File: config.mk
export PLATFORM = sky130hd
export DESIGN_NAME = relm_uart_io
export DESIGN_NICKNAME = d
export VERILOG_FILES = /design/src/rtl/relm_uart_io_pkg.sv /design/src/rtl/relm_uart_fifo.sv /design/src/rtl/relm_uart_io.sv
export SDC_FILE = /design/constraint.sdc
export NUM_CORES = 1
export LEC_CHECK = 0
export ABC_AREA = 1
export CAP_MARGIN = 20
export CORE_ASPECT_RATIO = 1.1
export CORE_MARGIN = 3
export CORE_UTILIZATION = 61
export CTS_BUF_LIST = sky130_fd_sc_hd__clkbuf_2 sky130_fd_sc_hd__clkbuf_4 sky130_fd_sc_hd__clkbuf_8
export DETAILED_ROUTE_END_ITERATION = 8
export PLACE_DENSITY_LB_ADDON = 0.15
export SLEW_MARGIN = 15
export SYNTH_ARGS = -nofsm -noshare
export SYNTH_HDL_FRONTEND = slang
export SYNTH_HIERARCHICAL = 1
export SYNTH_SLANG_ARGS = --single-unit
File: constraint.sdc
create_clock -name clk -period 3.8 [get_ports clk]
set_input_delay 0.76 -clock clk [delete_from_list [all_inputs] [get_ports clk]]
set_output_delay 0.76 -clock clk [all_outputs]
set_load 0.01 [all_outputs]
File: src/rtl/relm_uart_io_pkg.sv
// Shared definitions for the ReLM buffered UART: bus bit positions, FSM
// state encodings and the default baud divider for the 50 MHz board clock.
package relm_uart_io_pkg;

  // 50 MHz / 115200 baud
  localparam int BAUD_DIV_50MHZ = 434;

  // Bit positions on the push/pop buses, expressed as offsets below WD
  localparam int STB_OFS  = 0;  // push/pop strobe, RX-empty retry flag
  localparam int OVR_OFS  = 1;  // overrun sticky flag on pop_q
  localparam int FERR_OFS = 2;  // framing-error sticky flag on pop_q
  localparam int CLR_OFS  = 1;  // clear-error request on pop_d

  typedef enum logic [1:0] {
    TX_IDLE  = 2'd0,
    TX_START = 2'd1,
    TX_DATA  = 2'd2,
    TX_STOP  = 2'd3
  } tx_state_e;

  typedef enum logic [2:0] {
    RX_IDLE  = 3'd0,
    RX_START = 3'd1,
    RX_DATA  = 3'd2,
    RX_STOP  = 3'd3,
    RX_BREAK = 3'd4
  } rx_state_e;

  // Absolute bit index on a WD+1 bit bus for a given offset
  function automatic int bus_bit(input int wd, input int ofs);
    return wd - ofs;
  endfunction

endpackage

File: src/rtl/relm_uart_fifo.sv
// Show-ahead byte FIFO with 2**WAF entries. Pointers carry an extra wrap bit
// so full and empty fall out of a plain compare; both flags are registered.
// A write while full is accepted only when a read retires the head on the
// same edge, so the count stays full without losing the new entry.
module relm_uart_fifo #(
  parameter int WAF = 4,
  parameter int DW  = 8
) (
  input  logic          clk,
  input  logic          rst,
  input  logic          we,
  input  logic [DW-1:0] d,
  input  logic          re,
  output logic [DW-1:0] q,
  output logic          full,
  output logic          empty
);

  localparam int DEPTH = 2 ** WAF;

  logic [DW-1:0] mem_q [DEPTH];
  logic [WAF:0]  wp_q, wp_d;
  logic [WAF:0]  rp_q, rp_d;
  logic          full_q, full_d;
  logic          empty_q, empty_d;
  logic          wr_en, rd_en;

  // Next pointers and flags from the qualified read/write requests
  always_comb begin
    rd_en   = re && !empty_q;
    wr_en   = we && (!full_q || rd_en);
    wp_d    = wp_q + {{WAF{1'b0}}, wr_en};
    rp_d    = rp_q + {{WAF{1'b0}}, rd_en};
    empty_d = (wp_d == rp_d);
    full_d  = (wp_d[WAF] != rp_d[WAF]) && (wp_d[WAF-1:0] == rp_d[WAF-1:0]);
  end

  // Pointer and flag registers
  always_ff @(posedge clk or posedge rst) begin
    if (rst) begin
      wp_q    <= '0;
      rp_q    <= '0;
      full_q  <= 1'b0;
      empty_q <= 1'b1;
    end else begin
      wp_q    <= wp_d;
      rp_q    <= rp_d;
      full_q  <= full_d;
      empty_q <= empty_d;
    end
  end

  // Storage array; contents are don't-care until written
  always_ff @(posedge clk) begin
    if (wr_en) mem_q[wp_q[WAF-1:0]] <= d;
  end

  assign q     = mem_q[rp_q[WAF-1:0]];
  assign full  = full_q;
  assign empty = empty_q;

endmodule

File: src/rtl/relm_uart_io.sv
// Buffered UART attached to the ReLM push/pop I/O ports. Pushed bytes queue
// in a TX FIFO and are serialised 8N1; received frames queue in an RX FIFO
// that the processor drains through the pop port, with sticky overrun and
// framing-error flags.
//
// TX FSM  state | meaning
//   IDLE  | line high, waiting for a queued byte
//   START | start bit (0) for BAUD_DIV clocks
//   DATA  | 8 data bits, LSB first, BAUD_DIV clocks each
//   STOP  | stop bit (1); chains straight into START if more bytes wait
//
// RX FSM  state | meaning
//   IDLE  | waiting for the synchronized line to drop
//   START | half-bit wait, then confirm the start bit (reject glitches)
//   DATA  | sample 8 bits at mid-bit, LSB first
//   STOP  | check stop bit; store the byte or flag a framing error
//   BREAK | line held low after a bad stop bit; wait for it to go high
module relm_uart_io
  import relm_uart_io_pkg::*;
#(
  parameter int WD       = 32,
  parameter int BAUD_DIV = BAUD_DIV_50MHZ,
  parameter int WAF      = 4
) (
  input  logic        clk,
  input  logic        rst,
  input  logic [WD:0] push_d,
  output logic        push_retry,
  input  logic [WD:0] pop_d,
  output logic [WD:0] pop_q,
  input  logic        uart_in,
  output logic        uart_out
);

  localparam int STB  = bus_bit(WD, STB_OFS);
  localparam int OVR  = bus_bit(WD, OVR_OFS);
  localparam int FERR = bus_bit(WD, FERR_OFS);
  localparam int CLR  = bus_bit(WD, CLR_OFS);

  localparam int CW = $clog2(BAUD_DIV + 1);
  localparam logic [CW-1:0] TX_RELOAD = CW'(BAUD_DIV - 1);
  localparam logic [CW-1:0] RX_FULL   = CW'(BAUD_DIV);
  localparam logic [CW-1:0] RX_HALF   = CW'(BAUD_DIV / 2);
  localparam logic [CW-1:0] CNT_ONE   = CW'(1);

  // Only the strobe/clear bits and the TX byte are meaningful on the buses
  logic unused_bits;
  assign unused_bits = ^{push_d[WD-1:8], pop_d[WD-2:0]};

  // ---------------------------------------------------------------- FIFOs
  logic       tx_push, tx_pop, tx_full, tx_empty;
  logic [7:0] tx_head;
  logic       rx_we, rx_full, rx_empty;
  logic [7:0] rx_head;

  // Acceptance uses the registered full flag only, so a push coinciding with
  // a TX pop on a full FIFO is still refused.
  assign tx_push = push_d[STB] && !tx_full;

  relm_uart_fifo #(.WAF(WAF), .DW(8)) u_tx_fifo (
    .clk   (clk),
    .rst   (rst),
    .we    (tx_push),
    .d     (push_d[7:0]),
    .re    (tx_pop),
    .q     (tx_head),
    .full  (tx_full),
    .empty (tx_empty)
  );

  logic [7:0] rx_sh_q, rx_sh_d;

  relm_uart_fifo #(.WAF(WAF), .DW(8)) u_rx_fifo (
    .clk   (clk),
    .rst   (rst),
    .we    (rx_we),
    .d     (rx_sh_q),
    .re    (pop_d[STB]),
    .q     (rx_head),
    .full  (rx_full),
    .empty (rx_empty)
  );

  assign push_retry = tx_full;

  // -------------------------------------------------------------- TX FSM
  tx_state_e     tx_state_q, tx_state_d;
  logic [CW-1:0] tx_cnt_q, tx_cnt_d;
  logic [2:0]    tx_idx_q, tx_idx_d;
  logic [7:0]    tx_sh_q, tx_sh_d;
  logic          uart_out_q, uart_out_d;
  logic          tx_expire;

  // TX next state; the line register follows the current state one clock later
  always_comb begin
    tx_state_d = tx_state_q;
    tx_cnt_d   = tx_cnt_q;
    tx_idx_d   = tx_idx_q;
    tx_sh_d    = tx_sh_q;
    tx_pop     = 1'b0;
    tx_expire  = (tx_cnt_q == '0);
    unique case (tx_state_q)
      TX_IDLE: begin
        if (!tx_empty) begin
          tx_pop     = 1'b1;
          tx_sh_d    = tx_head;
          tx_cnt_d   = TX_RELOAD;
          tx_state_d = TX_START;
        end
      end
      TX_START: begin
        if (tx_expire) begin
          tx_cnt_d   = TX_RELOAD;
          tx_idx_d   = 3'd0;
          tx_state_d = TX_DATA;
        end else begin
          tx_cnt_d = tx_cnt_q - CNT_ONE;
        end
      end
      TX_DATA: begin
        if (tx_expire) begin
          tx_cnt_d = TX_RELOAD;
          if (tx_idx_q == 3'd7) tx_state_d = TX_STOP;
          else                  tx_idx_d   = tx_idx_q + 3'd1;
        end else begin
          tx_cnt_d = tx_cnt_q - CNT_ONE;
        end
      end
      TX_STOP: begin
        if (tx_expire) begin
          if (!tx_empty) begin
            tx_pop     = 1'b1;
            tx_sh_d    = tx_head;
            tx_cnt_d   = TX_RELOAD;
            tx_state_d = TX_START;
          end else begin
            tx_state_d = TX_IDLE;
          end
        end else begin
          tx_cnt_d = tx_cnt_q - CNT_ONE;
        end
      end
      default: tx_state_d = TX_IDLE;
    endcase

    unique case (tx_state_q)
      TX_START: uart_out_d = 1'b0;
      TX_DATA:  uart_out_d = tx_sh_q[tx_idx_q];
      default:  uart_out_d = 1'b1;
    endcase
  end

  // TX state, timer and line registers
  always_ff @(posedge clk or posedge rst) begin
    if (rst) begin
      tx_state_q <= TX_IDLE;
      tx_cnt_q   <= '0;
      tx_idx_q   <= '0;
      tx_sh_q    <= '0;
      uart_out_q <= 1'b1;
    end else begin
      tx_state_q <= tx_state_d;
      tx_cnt_q   <= tx_cnt_d;
      tx_idx_q   <= tx_idx_d;
      tx_sh_q    <= tx_sh_d;
      uart_out_q <= uart_out_d;
    end
  end

  assign uart_out = uart_out_q;

  // -------------------------------------------------------------- RX FSM
  logic          rx_meta_q, rx_sync_q;
  rx_state_e     rx_state_q, rx_state_d;
  logic [CW-1:0] rx_cnt_q, rx_cnt_d;
  logic [2:0]    rx_idx_q, rx_idx_d;
  logic          rx_expire;
  logic          ovr_set, ferr_set;
  logic          ovr_q, ovr_d, ferr_q, ferr_d;

  // Two-stage synchronizer; idles high like the line
  always_ff @(posedge clk or posedge rst) begin
    if (rst) begin
      rx_meta_q <= 1'b1;
      rx_sync_q <= 1'b1;
    end else begin
      rx_meta_q <= uart_in;
      rx_sync_q <= rx_meta_q;
    end
  end

  // RX next state, FIFO write and error-flag updates
  always_comb begin
    rx_state_d = rx_state_q;
    rx_cnt_d   = rx_cnt_q;
    rx_idx_d   = rx_idx_q;
    rx_sh_d    = rx_sh_q;
    rx_we      = 1'b0;
    ovr_set    = 1'b0;
    ferr_set   = 1'b0;
    rx_expire  = (rx_cnt_q == CNT_ONE);
    unique case (rx_state_q)
      RX_IDLE: begin
        if (!rx_sync_q) begin
          rx_cnt_d   = RX_HALF;
          rx_state_d = RX_START;
        end
      end
      RX_START: begin
        if (rx_expire) begin
          if (rx_sync_q) begin
            rx_state_d = RX_IDLE;
          end else begin
            rx_cnt_d   = RX_FULL;
            rx_idx_d   = 3'd0;
            rx_state_d = RX_DATA;
          end
        end else begin
          rx_cnt_d = rx_cnt_q - CNT_ONE;
        end
      end
      RX_DATA: begin
        if (rx_expire) begin
          rx_sh_d  = {rx_sync_q, rx_sh_q[7:1]};
          rx_cnt_d = RX_FULL;
          if (rx_idx_q == 3'd7) rx_state_d = RX_STOP;
          else                  rx_idx_d   = rx_idx_q + 3'd1;
        end else begin
          rx_cnt_d = rx_cnt_q - CNT_ONE;
        end
      end
      RX_STOP: begin
        if (rx_expire) begin
          if (rx_sync_q) begin
            rx_we      = 1'b1;
            // a full FIFO only makes room if the processor pops on this edge
            ovr_set    = rx_full && !pop_d[STB];
            rx_state_d = RX_IDLE;
          end else begin
            ferr_set   = 1'b1;
            rx_state_d = RX_BREAK;
          end
        end else begin
          rx_cnt_d = rx_cnt_q - CNT_ONE;
        end
      end
      RX_BREAK: begin
        if (rx_sync_q) rx_state_d = RX_IDLE;
      end
      default: rx_state_d = RX_IDLE;
    endcase

    // a new error on the same edge as a clear request takes priority
    ovr_d  = ovr_set  || (ovr_q  && !pop_d[CLR]);
    ferr_d = ferr_set || (ferr_q && !pop_d[CLR]);
  end

  // RX state, timer, shift and sticky-flag registers
  always_ff @(posedge clk or posedge rst) begin
    if (rst) begin
      rx_state_q <= RX_IDLE;
      rx_cnt_q   <= '0;
      rx_idx_q   <= '0;
      rx_sh_q    <= '0;
      ovr_q      <= 1'b0;
      ferr_q     <= 1'b0;
    end else begin
      rx_state_q <= rx_state_d;
      rx_cnt_q   <= rx_cnt_d;
      rx_idx_q   <= rx_idx_d;
      rx_sh_q    <= rx_sh_d;
      ovr_q      <= ovr_d;
      ferr_q     <= ferr_d;
    end
  end

  // Pop-port read word; the data field reads zero while the FIFO is empty
  always_comb begin
    pop_q       = '0;
    pop_q[STB]  = rx_empty;
    pop_q[OVR]  = ovr_q;
    pop_q[FERR] = ferr_q;
    pop_q[7:0]  = rx_empty ? 8'h00 : rx_head;
  end

endmodule

* After elaboration in Yosys (flattened, before gate mapping)
Memories as Yosys holds them, arrays and structs flattened.
Index checks and enable logic that the tools add are counted.
** Storage, ports and cells
- Register bits after elaboration :: 74
- RAM bits :: 256
- Input port bits :: 69
- Output and inout bits :: 35
- Word-level logic and storage cells :: 157
- Memories :: 2
** Memory list
- u_rx_fifo.mem_q :: words 16, bits a word 8, read ports 1, clocked after Yosys merged registers in 0, write ports 1, line relm_uart_fifo.sv:21 : logic [DW-1:0] mem_q [DEPTH];
- u_tx_fifo.mem_q :: words 16, bits a word 8, read ports 1, clocked after Yosys merged registers in 0, write ports 1, line relm_uart_fifo.sv:21
** Cells by class
- $add $sub $neg :: 8
- Order comparisons :: 1
- Equality and inequality tests :: 32
- Muxes and demuxes :: 58
- Reductions and logical operators :: 35
** Operators by type and width (number)
- $mux 9 :: 8
- $mux 3 :: 14
- $pmux 9 s4 :: 1
- $ne 2x2->1 const B :: 15
- $pmux 9 s3 :: 1
- $mux 8 :: 3
- $add 5x1->5 :: 4
- $sub 9x1->9 const B :: 2
- $mux 1 :: 17
- $pmux 8 s2 :: 1
- $pmux 3 s5 :: 1
- $mux 2 :: 6
- $pmux 3 s2 :: 2
- $eq 5x5->1 :: 2
- $logic_and 1x1->1 :: 10
- $reduce_and 5->1 :: 2
- $eq 3x3->1 const B :: 3
- $eq 9x1->1 const B :: 1
- $logic_not 9->1 :: 1
- $eq 4x4->1 :: 2
- $pmux 2 s4 :: 1
- $reduce_and 4->1 :: 2
- $add 3x1->3 const B :: 2
- $eq 3x2->1 const B :: 2
- other kinds (17) :: 31

* Longest topological paths before layout
Gate-level depths: netlist (run 1).
- Word-level depth :: 9
- Mapped depth :: 20
- Mapped depth without buffers :: 19

* Cells and area by module
Netlist (run 1), hierarchy kept.
** Modules (own cells, without submodules)
- relm_uart_fifo at u_tx_fifo :: times used 1, cells each 492, area each 5756.8 sq um, sequential area each 4145.2 sq um
- relm_uart_fifo at u_rx_fifo :: times used 1, cells each 492, area each 5743.0 sq um, sequential area each 4145.2 sq um
- relm_uart_io :: times used 1, cells each 441, area each 3301.9 sq um, sequential area each 1255.0 sq um

* Worst setup path after synthesis (run 1)
No wires, ideal clock.
- Path type :: register to register
- Start :: register tx_cnt_q[0]
- End :: register u_tx_fifo.empty_q, in the netlist u_tx_fifo/empty
- Setup time :: 0.067 ns
- Data arrival time :: 2.622 ns
- Required time :: 3.733 ns
- Path slack :: 1.111 ns
- Stages on the path, launching flop included :: 19
- Path buffers :: 1
- Period minus slack after synthesis :: 2.689 ns
- Cells stage by stage :: dfrtp_1 -> inv_1 -> ha_1 -> nand2_2 -> nor2_4 -> nand2_4 -> buf_6 -> nor2_1 -> o21a_1 -> nand2_1 -> a21boi_1 -> ha_1 -> ha_1 -> nand2_1 -> xor2_1 -> inv_1 -> nand2_1 -> nand2_1 -> nor2_1
** On the way
- Longest elaborated chain between the ends :: 8
- Elaborated cells on any way between the ends :: 9
- Classes of those cells :: add/sub: 2; eq/ne: 1; mux: 2; reduce/logical: 4
** RTL lines
- start, declared :: line relm_uart_io.sv:88 : logic [CW-1:0] tx_cnt_q, tx_cnt_d;
- start signal, assigned :: line relm_uart_io.sv:163 : tx_cnt_q <= tx_cnt_d;
- $logic_not 9->1 :: line relm_uart_io.sv:101 : tx_expire = (tx_cnt_q == '0);
- $mux 1 :: line relm_uart_io.sv:130 : if (tx_expire) begin
- $pmux 1 s2 :: line relm_uart_io.sv:102 : unique case (tx_state_q)
- named net tx_pop :: line relm_uart_io.sv:51 : logic tx_push, tx_pop, tx_full, tx_empty;
- $logic_and 1x1->1 :: line relm_uart_fifo.sv:30 : rd_en = re && !empty_q;
- $logic_or 1x1->1 :: line relm_uart_fifo.sv:31 : wr_en = we && (!full_q || rd_en);
- $logic_and 1x1->1 :: line relm_uart_fifo.sv:31
- $add 5x1->5 :: line relm_uart_fifo.sv:32 : wp_d = wp_q + {{WAF{1'b0}}, wr_en};
- named net u_tx_fifo.wp_d[4] :: line relm_uart_fifo.sv:22 : logic [WAF:0] wp_q, wp_d;
- $eq 5x5->1 :: line relm_uart_fifo.sv:34 : empty_d = (wp_d == rp_d);
- named net u_tx_fifo.empty_d :: line relm_uart_fifo.sv:25 : logic empty_q, empty_d;
- end signal, assigned :: line relm_uart_fifo.sv:49 : empty_q <= empty_d;
- end, declared :: line relm_uart_fifo.sv:25
The timed path passes the listed nets, and every way through them passes these cells.
A chain may end at the register's enable or synchronous reset.

* Final worst setup path (run 1)
- Start :: register u_rx_fifo.rp_q[0]
- End :: output pop_q[5]
** On the way
- Longest elaborated chain between the ends :: 2
** RTL lines
- start, declared :: line relm_uart_fifo.sv:23 : logic [WAF:0] rp_q, rp_d;
- start signal, assigned :: line relm_uart_fifo.sv:47 : rp_q <= rp_d;
- $mem_v2 16x8
- named net rx_head[5] :: line relm_uart_io.sv:54 : logic [7:0] rx_head;
- $mux 8 :: line relm_uart_io.sv:283 : pop_q[7:0] = rx_empty ? 8'h00 : rx_head;
- end, declared :: line relm_uart_io.sv:30 : output logic [WD:0] pop_q,
The timed path passes the listed nets, and every way through them passes these cells.

==> results of run 1 <==
[path summary, 6_finish.rpt]
check | from | to | cells after the start
setup / recovery | u_rx_fifo/rp_q[0]$_DFF_PP0_ | pop_q[5] | 11
hold / removal | rx_meta_q$_DFF_PP1_ | rx_sync_q$_DFF_PP1_ | 0
setup reg to reg | tx_state_q[0]$_DFFE_PP0P_ | u_tx_fifo/empty$_DFF_PP1_ | 14
hold reg to reg | rx_meta_q$_DFF_PP1_ | rx_sync_q$_DFF_PP1_ | 0
max in group asynchronous | rst | uart_out$_DFF_PP1_ | 3
min in group asynchronous | rst | u_tx_fifo/wp_q[0]$_DFF_PP0_ | 2
[layout by cell type, fill, tap and decap left out, types with 3 or more instances in the layout]
cell and instances:
o21ai_0 104, nor2_2 10, ha_1 18, nand3_1 107
o21ai_1 32, clkbuf_8 58, nand2_4 6, clkdlybuf4s50_1 26
a31oi_1 11, inv_2 7, clkinv_1 12, buf_4 27
dfrtp_1 67, edfxtp_1 256, nand4_1 11, inv_1 97
o211ai_1 12, dfstp_2 5, conb_1 22, clkinv_2 8
nor2_1 173, nand2_2 7, nor2_4 6, nand2_1 338
a21oi_4 3, a21oi_1 48, xor2_1 6, clkbuf_4 18
[cells by family (layout without fill, tap and decap cells)]
family,count (synthesis),count (layout)
AOI/OAI and AO/OA,221,221
adders and majority gates,18,18
and+or+nand+nor,662,662
xor gates and xnor gates,8,8
buffers and inverters,185,260
other,1,22
DFF,330,330
[stage by stage]
| step | util, % | std cells |
|---|---|---|
| floorplan | - | 1446 |
| global placement | 64.06 | 1730 |
| detailed placement | 64.06 | 1730 |
| CTS | 68.47 | 1826 |
| global route | 68.49 | 1826 |
| finish | 68.49 | 1826 |
[per-layer routing]
layer / routed length, um / up-vias / GRT usage, %
met5: 0 / - / 0
met4: 689 / 0 / 7.258
met3: 1355 / 56 / 3.417
met2: 16300 / 273 / 42.40
met1: 12740 / 4761 / 30.12
li1: - / 4913 / -
[power breakdown]
part	internal, mW	leakage (nW)	switching (mW)
clock	1.59	0.563	1.34
sequential	4.08	3.56	0.112
combinational	0.626	2.75	1.19
[layout make-up]
cell class,count,area [um2]
sequential,330,9548
fill,1813,7490
clock buffer,76,933.4
tap,305,381.6
inverter,109,412.9
multi-input combinational,931,4397
timing repair buffer,55,494.2
clock inverter,20,113.9
[sequential cells by signal, summed over array words and instances (netlist names), 5 cells and up]
| register | flops |
|---|---|
| rx_sh_q | 8 |
| u_rx_fifo/mem_q | 128 |
| rx_cnt_q | 9 |
| tx_sh_q | 8 |
| u_tx_fifo/mem_q | 128 |
| u_rx_fifo/rp_q | 5 |
| u_tx_fifo/rp_q | 5 |
| tx_cnt_q | 9 |
| u_rx_fifo/wp_q | 5 |
| u_tx_fifo/wp_q | 5 |
==> results.cfg, run 1 <==
[cts]
path_clk_slew_ps = 60
hold_buffers = 0
htreeDepth = 2
cts-buffers-inserted = 52
clock_latency_ps = 580
postCtsSetupBuffers = 0
cts_root_buffer = clkbuf_8
cts_tree = built
cts_num_sinks = 330
clock_path_buffers = 3
postCtsResizedCells = 0

[synth]
ys_ff_latch = 330
synth.cell_area_mm2 = 0.01480
yosys_warnings = 6
synth.avg_cell_area_um2 = 10.39
post-synth-top-count-cell = nand2_1
yosys-top-cells-count = 338 x nand2_1, 256 x edfxtp_1, 173 x nor2_1, 107 x nand3_1, 104 x o21ai_0
synth_fa_ha_area_share_pct = 1.522
yosys.area.top_type = edfxtp_1
synth_top_family_by_area = simple AND/OR/NAND/NOR gates
synth_top_cell_area_share_pct = 51.94
synth_cell_types = 44
synth_edf_count = 256
synth_simple_gate_area_share_pct = 18.96
synthMuxAreaShare_pct = 0
ys.flop_type = edfxtp_1
synth_cells = 1425
async_flop_share_pct = 22.42
synthTopCellsByArea = edfxtp_1 52%, dfrtp_1 12%, nand2_1 8.6%
synth_compound_area_share_pct = 8.191
yosysSeqAreaShare_pct = 64.49
synth_xor_area_share_pct = 0.4734

[place]
hpwlAfterDp_mm = 20.00
numPortBuffers = 26
dpl-instance-area_mm2 = 0.01523
gp_congestion = 0.8608
place_ws_ps = 601.4

[pwr]
power.density_mw_per_mm2 = 549.2
ir_drop_uv = 353.6
finalPower_mw = 8.942
leakagePower_nw = 6.867

[sta]
hold_violations = 0
fmax_mhz = 281.4
worst_slew_pin_slew_ps = 799.6
layout_worst_path_cycle_share_pct = 93.51
tns_ps = 0
grt_setup_unrepaired = no
whs_ps = 362.5
slew-limit-headroom_pct = 46.50
fin_crit_ps = 3553
final-setup-viol-count = 0
drv_slew = 0
layout_setup_ws_ps = 246.7
fin_skew_ps = 23.42

[detailed_routing]
avgRoutedWirePerCell_um = 17.02
vias = 10000
drtIter0Drc = 715
vias_per_cell = 5.478
dr.pass1.iters = 5
drtAntennaViolNets = 0
remaining_drc_errors = 0
routed_wl_mm = 31.09

[floorplanning]
die-area_mm2 = 0.02617
num_io_pins = 104
row_count = 59
die_x_um = 154.5
die_y_um = 169.4
start_util_pct = 62.27
core-area_mm2 = 0.02377

[global_route]
grtUsageTotal_pct = 23.67
grt_pass1_vias = 9728
grt-ovfl-total = 0
antenna_found_initial = 0
grt_max_degree = 66
grt_pass1_wl_mm = 49.29

[min_path]
hp-class = reg -> reg

[worst_setup_path]
worstSetupStartpointType = flop
endpoint_kind = output pin
slowest_delay_ps = 480
cp_data_arrival_time_ps = 2790
r2r_slack_ps = 590
path_class = reg -> out
cp.required_ps = 3040
crit_chain = clkinv_2, buf_12, nor2_1, nor2_1, o21ai_0, o21ai_0, o21ai_0, nand2_1, inv_1, nor2_1, clkdlybuf4s50_1
slowest_stage = clkdlybuf4s50_1
cp.buffers_inverters = 4
path_max_fanout = 47
cpLargestDelayFamily = buffers and inverters

[final_layout]
area_growth_pct = 9.991
antenna_cells = 0
drive_gt1_share_pct = 11.05
layout.nets = 1566
final_area_mm2 = 0.01628

[run_status]
status = completed

[run]
maxCapViolations = 0
Note: power is estimated with default switching activity, not from simulation.
==> inputs of run 2 (changes only) <==
PLACE_DENSITY = 0.82   (was default)
PLACE_DENSITY_LB_ADDON = default   (was 0.15)
==> run 2 against run 1 <==
Sequential share of layout area decreased by 0.13 points. Via count rose by 3.1%. Maximum frequency is 2.0% lower. First-iteration DRC count up 54%. Utilization is 0.16 points higher. Clock-buffer cell count fell by 2. Cell count shrank 0.16%. Critical path type unchanged.
==> results.cfg, run 2 (synthesis gave the netlist of run 1 again) <==
[run_status]
status = completed

[worst_setup_path]
crit_top_cell = nand2_1
path_max_fanout = 17
worstSetupStartpointType = flop
cp_data_arrival_time_ps = 2860
cp.buffers_inverters = 4
slowest_stage = clkdlybuf4s50_1
endpoint_kind = output pin
cp.required_ps = 3040
crit_chain = inv_6, buf_4, nand2_1, nand3_1, nand2_1, a21oi_1, o21ai_0, nand2_1, inv_1, nor2_1, clkdlybuf4s50_1
slowest_delay_ps = 550
path_class = reg -> out
cpLargestDelayFamily = buffers and inverters

[floorplanning]
die_x_um = 154.5
die_y_um = 169.4
row_count = 59
num_io_pins = 104
die-area_mm2 = 0.02617
core-area_mm2 = 0.02377
start_util_pct = 62.27

[cts]
cts_tree = built
htreeDepth = 2
cts_root_buffer = clkbuf_8
clock_path_buffers = 3
clock_latency_ps = 590
path_clk_slew_ps = 60
cts-buffers-inserted = 50
hold_buffers = 0
cts_num_sinks = 330

[sta]
slew-limit-headroom_pct = 41.55
fin_skew_ps = 39.61
hold_violations = 0
whs_ps = 358.3
fmax_mhz = 275.9
fin_crit_ps = 3624
layout_worst_path_cycle_share_pct = 95.38
grt_setup_unrepaired = yes
worst_slew_pin_slew_ps = 873.5
drv_slew = 0
final-setup-viol-count = 0
layout_setup_ws_ps = 175.5

[detailed_routing]
avgRoutedWirePerCell_um = 17.43
vias_per_cell = 5.657
vias = 10310
dr.pass1.iters = 7
drtAntennaViolNets = 0
drtIter0Drc = 1098
routed_wl_mm = 31.78
remaining_drc_errors = 0

[pwr]
leakagePower_nw = 6.874
power.density_mw_per_mm2 = 555.1
ir_drop_uv = 442.5

[final_layout]
antenna_cells = 0
area_growth_pct = 10.25
final_common_cell = nand2_1
layout_common_cells = 338 x nand2_1, 256 x edfxtp_1, 173 x nor2_1
final_cells = 1823
final_area_mm2 = 0.01632
drive_gt1_share_pct = 11.00
layout.nets = 1566

[place]
place_ws_ps = 555.7
numPortBuffers = 26
dpl-instance-area_mm2 = 0.01522
hpwlAfterDp_mm = 19.79
gp_congestion = 0.8576
place_inst = 1731

[global_route]
antenna_found_initial = 0
grtUsageTotal_pct = 24.45
grt_max_degree = 66
grt_pass1_wl_mm = 51.16
grt_pass1_vias = 10390
grt-ovfl-total = 0

[min_path]
hp-class = reg -> reg

[run]
maxCapViolations = 0
-- run 2: worst reg2reg max path: cells and delay by family, from the launching register on --
kind	cells	cell delay (ps)
AO/OA/AOI/OAI	2	580
XOR/XNOR	1	270
adder cells (fa/ha/maj)	3	920
buffers and inverters	2	210
flip-flops	1	440
AND/OR/NAND/NOR	6	810
-- run 2: path summary, 6_finish.rpt --
| path | from | end | slack (ps) | cells after the start |
|---|---|---|---|---|
| setup / recovery | u_rx_fifo/rp_q[0]$_DFF_PP0_ | pop_q[6] | 180 | 11 |
| hold / removal | rx_meta_q$_DFF_PP1_ | rx_sync_q$_DFF_PP1_ | 360 | 0 |
| setup reg to reg | tx_state_q[0]$_DFFE_PP0P_ | u_tx_fifo/empty$_DFF_PP1_ | 500 | 14 |
| hold reg to reg | rx_meta_q$_DFF_PP1_ | rx_sync_q$_DFF_PP1_ | 360 | 0 |
| max in group asynchronous | rst | rx_meta_q$_DFF_PP1_ | 2600 | 3 |
| min in group asynchronous | rst | tx_sh_q[3]$_DFFE_PP0P_ | 620 | 2 |
-- run 2: report_power, final --
group	leakage (nW)	switching [mW]	internal, mW
clock	0.560	1.33	1.68
combinational	2.76	1.17	0.639
sequential	3.56	0.150	4.08
-- run 2: area by class of cell --
cell class | count | area (um2)
Sequential cell | 330 | 9549
Fill cell | 1683 | 7451
Multi-Input combinational cell | 931 | 4400
Clock buffer | 74 | 912.1
Timing Repair Buffer | 57 | 513.0
Inverter | 109 | 416.7
Tap cell | 305 | 381.6
Clock inverter | 17 | 146.4
-- run 2: metrics by stage --
step | setup TNS (ps) | util [%] | total power, mW
after floorplan | 0 | - | 5.460
after global placement | 0 | 64.04 | 6.016
after detailed placement | 0 | 64.04 | 6.075
after CTS | 0 | 68.51 | 9.088
after global routing | -2.319 | 68.65 | 9.511
final | 0 | 68.65 | 9.059
-- run 2: what timing repair did --
item / CTS / global route
cloned: 0 / 0
hold endpoints to repair: 0 / 0
resized for setup: 2 / 4
setup endpoints to repair: 4 / 5
setup buffers: 0 / 0
-- run 2: routing by layer --
layer	share of wire (%)	GRT usage, %	vias up
li1	-	-	4896
met1	38	30.06	4915
met2	52	43.37	416
met3	6.2	3.877	85
met4	3.3	10.10	0
met5	0	0	-
